===== src/rtl/z80_bus_responder.sv =====
// Bus-side target for the A-Z80 pin interface: classifies each machine cycle,
// turns it into one backend req/ack transaction and stalls the CPU with nWAIT.
module z80_bus_responder #(
    parameter int unsigned MIN_WAIT  = 0,
    parameter int unsigned IO_ENABLE = 1
) (
    input  logic        clk,
    input  logic        reset,
    input  logic        nM1,
    input  logic        nMREQ,
    input  logic        nIORQ,
    input  logic        nRD,
    input  logic        nWR,
    input  logic        nRFSH,
    input  logic [15:0] A,
    input  logic [7:0]  D_in,
    output logic [7:0]  D_out,
    output logic        D_oe,
    output logic        nWAIT,
    output logic        nINT,
    output logic        be_req,
    output logic        be_we,
    output logic        be_io,
    output logic [15:0] be_addr,
    output logic [7:0]  be_wdata,
    input  logic [7:0]  be_rdata,
    input  logic        be_ack,
    input  logic        irq_req,
    input  logic [7:0]  irq_vector
);

    typedef enum logic [2:0] {
        S_IDLE,
        S_CLASSIFY,
        S_REQ,
        S_WAITX,
        S_HOLD
    } state_t;

    state_t      state_q, state_d;
    logic        nwait_q, nwait_d;
    logic        nint_q, nint_d;
    logic        armed_q, armed_d;
    logic        doe_q, doe_d;
    logic [7:0]  dout_q, dout_d;
    logic        req_q, req_d;
    logic        we_q, we_d;
    logic        io_q, io_d;
    logic [15:0] addr_q, addr_d;
    logic [7:0]  wdata_q, wdata_d;
    logic [3:0]  cnt_q, cnt_d;

    logic io_en;
    logic inta;
    logic start;
    logic ack_evt;

    always_comb begin
        io_en = (IO_ENABLE != 0);
        inta  = !nIORQ && !nM1;
        start = (!nMREQ && nRFSH) || (io_en && !nIORQ && nM1) || inta;

        state_d = state_q;
        nwait_d = nwait_q;
        doe_d   = doe_q;
        dout_d  = dout_q;
        req_d   = req_q;
        we_d    = we_q;
        io_d    = io_q;
        addr_d  = addr_q;
        wdata_d = wdata_q;
        cnt_d   = cnt_q;
        ack_evt = 1'b0;

        case (state_q)
            S_IDLE: begin
                if (start) begin
                    nwait_d = 1'b0;
                    state_d = S_CLASSIFY;
                end
            end
            S_CLASSIFY: begin
                // The vector is ready at once, so the acknowledge cycle is not stalled.
                if (inta) begin
                    dout_d  = irq_vector;
                    doe_d   = 1'b1;
                    nwait_d = 1'b1;
                    ack_evt = 1'b1;
                    state_d = S_HOLD;
                end else if ((!nRD || !nWR) && (nIORQ || io_en)) begin
                    addr_d  = A;
                    wdata_d = D_in;
                    we_d    = !nWR;
                    io_d    = !nIORQ;
                    req_d   = 1'b1;
                    state_d = S_REQ;
                end else if (nMREQ && nIORQ && nRD && nWR) begin
                    nwait_d = 1'b1;
                    state_d = S_IDLE;
                end
            end
            S_REQ: begin
                if (be_ack) begin
                    if (!we_q) begin
                        dout_d = be_rdata;
                        doe_d  = 1'b1;
                    end
                    req_d   = 1'b0;
                    cnt_d   = 4'(MIN_WAIT);
                    state_d = S_WAITX;
                end
            end
            S_WAITX: begin
                if (cnt_q == 4'd0) begin
                    nwait_d = 1'b1;
                    state_d = S_HOLD;
                end else begin
                    cnt_d = cnt_q - 4'd1;
                end
            end
            S_HOLD: begin
                if (nRD && nIORQ && nMREQ) begin
                    doe_d   = 1'b0;
                    state_d = S_IDLE;
                end
            end
            default: state_d = S_IDLE;
        endcase

        // armed_q records that irq_req has been low since the last acknowledge.
        armed_d = armed_q;
        if (!irq_req) begin
            armed_d = 1'b1;
        end else if (ack_evt) begin
            armed_d = 1'b0;
        end

        nint_d = nint_q;
        if (ack_evt || !irq_req) begin
            nint_d = 1'b1;
        end else if (armed_q && !inta && (state_q == S_IDLE || state_q == S_HOLD)) begin
            nint_d = 1'b0;
        end
    end

    always_ff @(posedge clk or posedge reset) begin
        if (reset) begin
            state_q <= S_IDLE;
            nwait_q <= 1'b1;
            nint_q  <= 1'b1;
            armed_q <= 1'b1;
            doe_q   <= 1'b0;
            dout_q  <= 8'h00;
            req_q   <= 1'b0;
            we_q    <= 1'b0;
            io_q    <= 1'b0;
            addr_q  <= 16'h0000;
            wdata_q <= 8'h00;
            cnt_q   <= 4'd0;
        end else begin
            state_q <= state_d;
            nwait_q <= nwait_d;
            nint_q  <= nint_d;
            armed_q <= armed_d;
            doe_q   <= doe_d;
            dout_q  <= dout_d;
            req_q   <= req_d;
            we_q    <= we_d;
            io_q    <= io_d;
            addr_q  <= addr_d;
            wdata_q <= wdata_d;
            cnt_q   <= cnt_d;
        end
    end

    assign D_out    = dout_q;
    assign D_oe     = doe_q;
    assign nWAIT    = nwait_q;
    assign nINT     = nint_q;
    assign be_req   = req_q;
    assign be_we    = we_q;
    assign be_io    = io_q;
    assign be_addr  = addr_q;
    assign be_wdata = wdata_q;

endmodule

===== config.mk =====
export PLATFORM = sky130hd
export DESIGN_NAME = z80_bus_responder
export DESIGN_NICKNAME = d
export VERILOG_FILES = /design/src/rtl/z80_bus_responder.sv
export SDC_FILE = /design/constraint.sdc
export NUM_CORES = 1
export LEC_CHECK = 0
export BUFFER_PORTS_ARGS = -buffer_cell sky130_fd_sc_hd__buf_2
export CELL_PAD_IN_SITES_DETAIL_PLACEMENT = 2
export CELL_PAD_IN_SITES_GLOBAL_PLACEMENT = 2
export CORE_UTILIZATION = 32
export DETAILED_ROUTE_END_ITERATION = 16
export PLACE_DENSITY_LB_ADDON = 0.1
export SYNTH_ARGS = -nofsm -noshare
export SYNTH_HDL_FRONTEND = slang
export SYNTH_SLANG_ARGS = --single-unit

===== constraint.sdc =====
create_clock -name clk -period 4.18 [get_ports clk]
set_input_delay 0.836 -clock clk [delete_from_list [all_inputs] [get_ports clk]]
set_output_delay 0.836 -clock clk [all_outputs]
set_load 0.01 [all_outputs]

==> results.json <==
{
  "outcome": "completed",
  "synth_area_um2": 2140,
  "crit_buf_inv": 0,
  "io_buffers": 87,
  "synth_nets": 223,
  "critPathTopFamily": "simple AND/OR/NAND/NOR gates",
  "p_seq_share_pct": 39.4,
  "syn-instance-count": 172,
  "finClkSkew_ns": 0.00490,
  "crit_path_top_delay_cell": "nor3b_2",
  "place_hpwl_um": 4030,
  "first_global_vias": 1792,
  "max_freq_mhz": 443,
  "holdPathStages": 2,
  "fp.dieH_um": 83.7,
  "cts-hold-fix-buffers": 0,
  "pwr-share-clk_pct": 16.8,
  "hold_class": "reg -> reg",
  "sw_frac_of_total_pct": 36.6,
  "power_mw": 2.06,
  "startpoint_type": "register",
  "place_area_um2": 2620,
  "initial_utilization_pct": 33.5,
  "grt_pass1_wl_um": 8940,
  "place_ws_ns": 1.86,
  "fin_setup_tns_ns": 0,
  "ys_ff_latch": 46,
  "rsz0062_at_grt": "false",
  "dr_wl_met3_um": 400,
  "io_pins": 88,
  "worst_pin_slew_ns": 1.02,
  "drv_slew": 0,
  "viasPerCell": 5.05,
  "setup_viol": 0,
  "h-tree-depth": 2,
  "synth_xor_xnor_area_share_pct": 0,
  "globalplace.congestion": 0.684,
  "synth_cell_type_count": 45,
  "combPwrFrac_pct": 43.8,
  "critical_path.endpoint_type": "register",
  "diodes": 0,
  "crit_arrival_ns": 2.50,
  "synth_compound_area_share_pct": 10.9,
  "syn_avg_cell_area_um2": 12.4,
  "required_ns": 4.42,
  "area_delta_synth_final_pct": 27.9,
  "yosys.area_share.adder_pct": 0.585,
  "reg2regPathDepth": 4,
  "layout.nets": 308,
  "antenna_found_initial": 0,
  "clock_tree.buffer_depth": 2,
  "cp_cell_sequence": "nor3b_2, nand2_1, a211oi_1, a31o_2",
  "row_count": 29,
  "wl_um": 5370,
  "firstDrtPassIters": 4,
  "crit_fanout": 12,
  "numCtsBuffers": 5,
  "switching_power_mw": 0.754,
  "met2_length_um": 2660,
  "yosysSeqAreaShare_pct": 54.0,
  "vias": 1692,
  "tritoncts": "built",
  "drt_iter0_markers": 35,
  "core_um2": 6390,
  "setup_ws_ns": 1.92,
  "wl_met1_um": 2260,
  "crit_type": "reg -> reg",
  "track_usage_pct": 16.2,
  "overflow": 0,
  "yosys.area_share.simple_pct": 13.1,
  "clock_sinks": 46,
  "clk-insertion-delay-late_ns": 0.30,
  "grt_max_degree": 47,
  "async_flop_share_pct": 100,
  "muxShareOfSynthArea_pct": 17.6,
  "power.internal_mw": 1.30,
  "power_density_nw_per_um2": 753,
  "ys.flop_type": "dfrtp_1",
  "drive_gt1_share_pct": 53.5,
  "fillers": 700,
  "report.final.hold_viol_count": 0,
  "leakagePower_nw": 1.25,
  "period_needed_ns": 2.26,
  "post_cts_resized": 0,
  "highest_layer": "met4",
  "ys.warnings.count": 0,
  "wl_per_cell_um": 16.0,
  "postLayoutCellArea_um2": 2730,
  "cts_root_buf": "clkbuf_8",
  "drv_cap": 0,
  "fin_crit_sh_pct": 54.0,
  "slew_headroom_pct": 31.9,
  "cp.depth": 4,
  "max-vdd-ir-drop_mv": 0.336,
  "synth_edf_count": 0,
  "cts_setup_buffers": 0,
  "clk_pin_slew_ns": 0.09,
  "drc_errors": 0,
  "synth_top_family_by_area": "multiplexers",
  "slowest_delay_ns": 0.89,
  "dieArea_um2": 7010,
  "die_x_um": 83.7,
  "drtAntennaViolNets": 0
}
-- worst min-delay path: stages (launching register included) --
cell	delay [ns]
dfstp_2	0.38
o31ai_1	0.06
nand2_1	0.06
-- kinds of logic (layout without fill, tap and decap cells) --
logic type | count (synthesis) | count (layout)
compound gates | 31 | 31
fa+ha+maj | 1 | 1
flops | 46 | 46
buf+inv | 14 | 100
simple gates | 46 | 46
mux | 34 | 34
-- layout make-up --
cell class              count  area, um^2  share of cell area (%)
clock buffers               5        68.8                    2.52
inverters                   4        15.0                   0.549
well taps                  77        96.3                    3.52
multi-input cells         112         907                    33.2
flip-flops and latches     46        1150                    42.2
repair buffers             88         443                    16.2
clock inverters             3        48.8                    1.78
-- flip-flops by register name (all words and copies together) (netlist names) --
register and cells:
nINT 1, be_req 1, D_oe 1, armed_q 1, D_out 8, state_q 3, cnt_q 4, be_io 1
be_we 1, be_wdata 8, nWAIT 1, be_addr 16
-- path summary, 6_finish.rpt --
kind	from	endpoint	slack [ns]
min in group asynchronous	reset	be_addr[2]	0.75
worst max-delay path	state_q[1]	cnt_q[1]	1.92
worst min-delay path	armed_q	armed_q	0.49
worst max register to register	state_q[1]	cnt_q[1]	1.92
worst min register to register	armed_q	armed_q	0.49
max in group asynchronous	reset	cnt_q[1]	2.84
-- power by group through the flow --
stage / clock network, mW / registers, mW / logic [mW]
detailed placement: 0 / 0.823 / 0.918
finish: 0.346 / 0.811 / 0.901
floorplan: 0 / 0.871 / 0.546
global route: 0.376 / 0.847 / 0.986
CTS: 0.362 / 0.816 / 0.923
global placement: 0 / 0.817 / 0.895
-- per-stage QoR --
stage | utilization [%] | hold WS, ns | cells
6_report | 42.8 | 0.486 | 335
5_1_grt | 42.8 | 0.504 | 335
4_1_cts | 42.8 | 0.492 | 335
3_5_place_dp | 41.0 | 0.477 | 327
3_3_place_gp | 41.0 | 0.473 | 327
2_1_floorplan | - | 0.447 | 172
-- cells in the final DEF (no fill, tap or decap), types with 2 or more instances in the layout --
cell type,instances
o21ai_0,2
mux2_2,25
a31oi_1,2
a21oi_1,9
nand2b_1,3
or2_2,2
or4b_4,2
nor2_1,16
inv_1,3
nand2_1,3
a21oi_2,2
o2bb2ai_1,3
dfstp_2,3
o31ai_1,4
dfrtp_1,43
nand3_1,4
buf_2,87
mux2i_1,8
nor2b_1,3
clkbuf_8,5
-- synthesized netlist by cell type, types with 3 or more instances --
cell type	n	area (um^2)
nand2b_1	3	18.8
nand3_1	4	20.0
nor2b_1	3	18.8
o31ai_1	4	30.0
dfrtp_1	43	1080
dfstp_2	3	78.8
mux2_2	25	282
mux2i_1	8	80.1
inv_1	4	15.0
a21oi_1	9	45.0
o2bb2ai_1	3	26.3
buf_2	4	20.0
buf_4	4	30.0
nand2_1	3	11.3
nor2_1	16	60.1
-- metal layers --
metal  up-vias  global-route usage (%)
met5         -                       0
met4         0                    5.08
met3         4                    5.74
met2        44                    25.9
met1       861                    20.5
li1        783                       -
(Power assumes the default switching activity.)
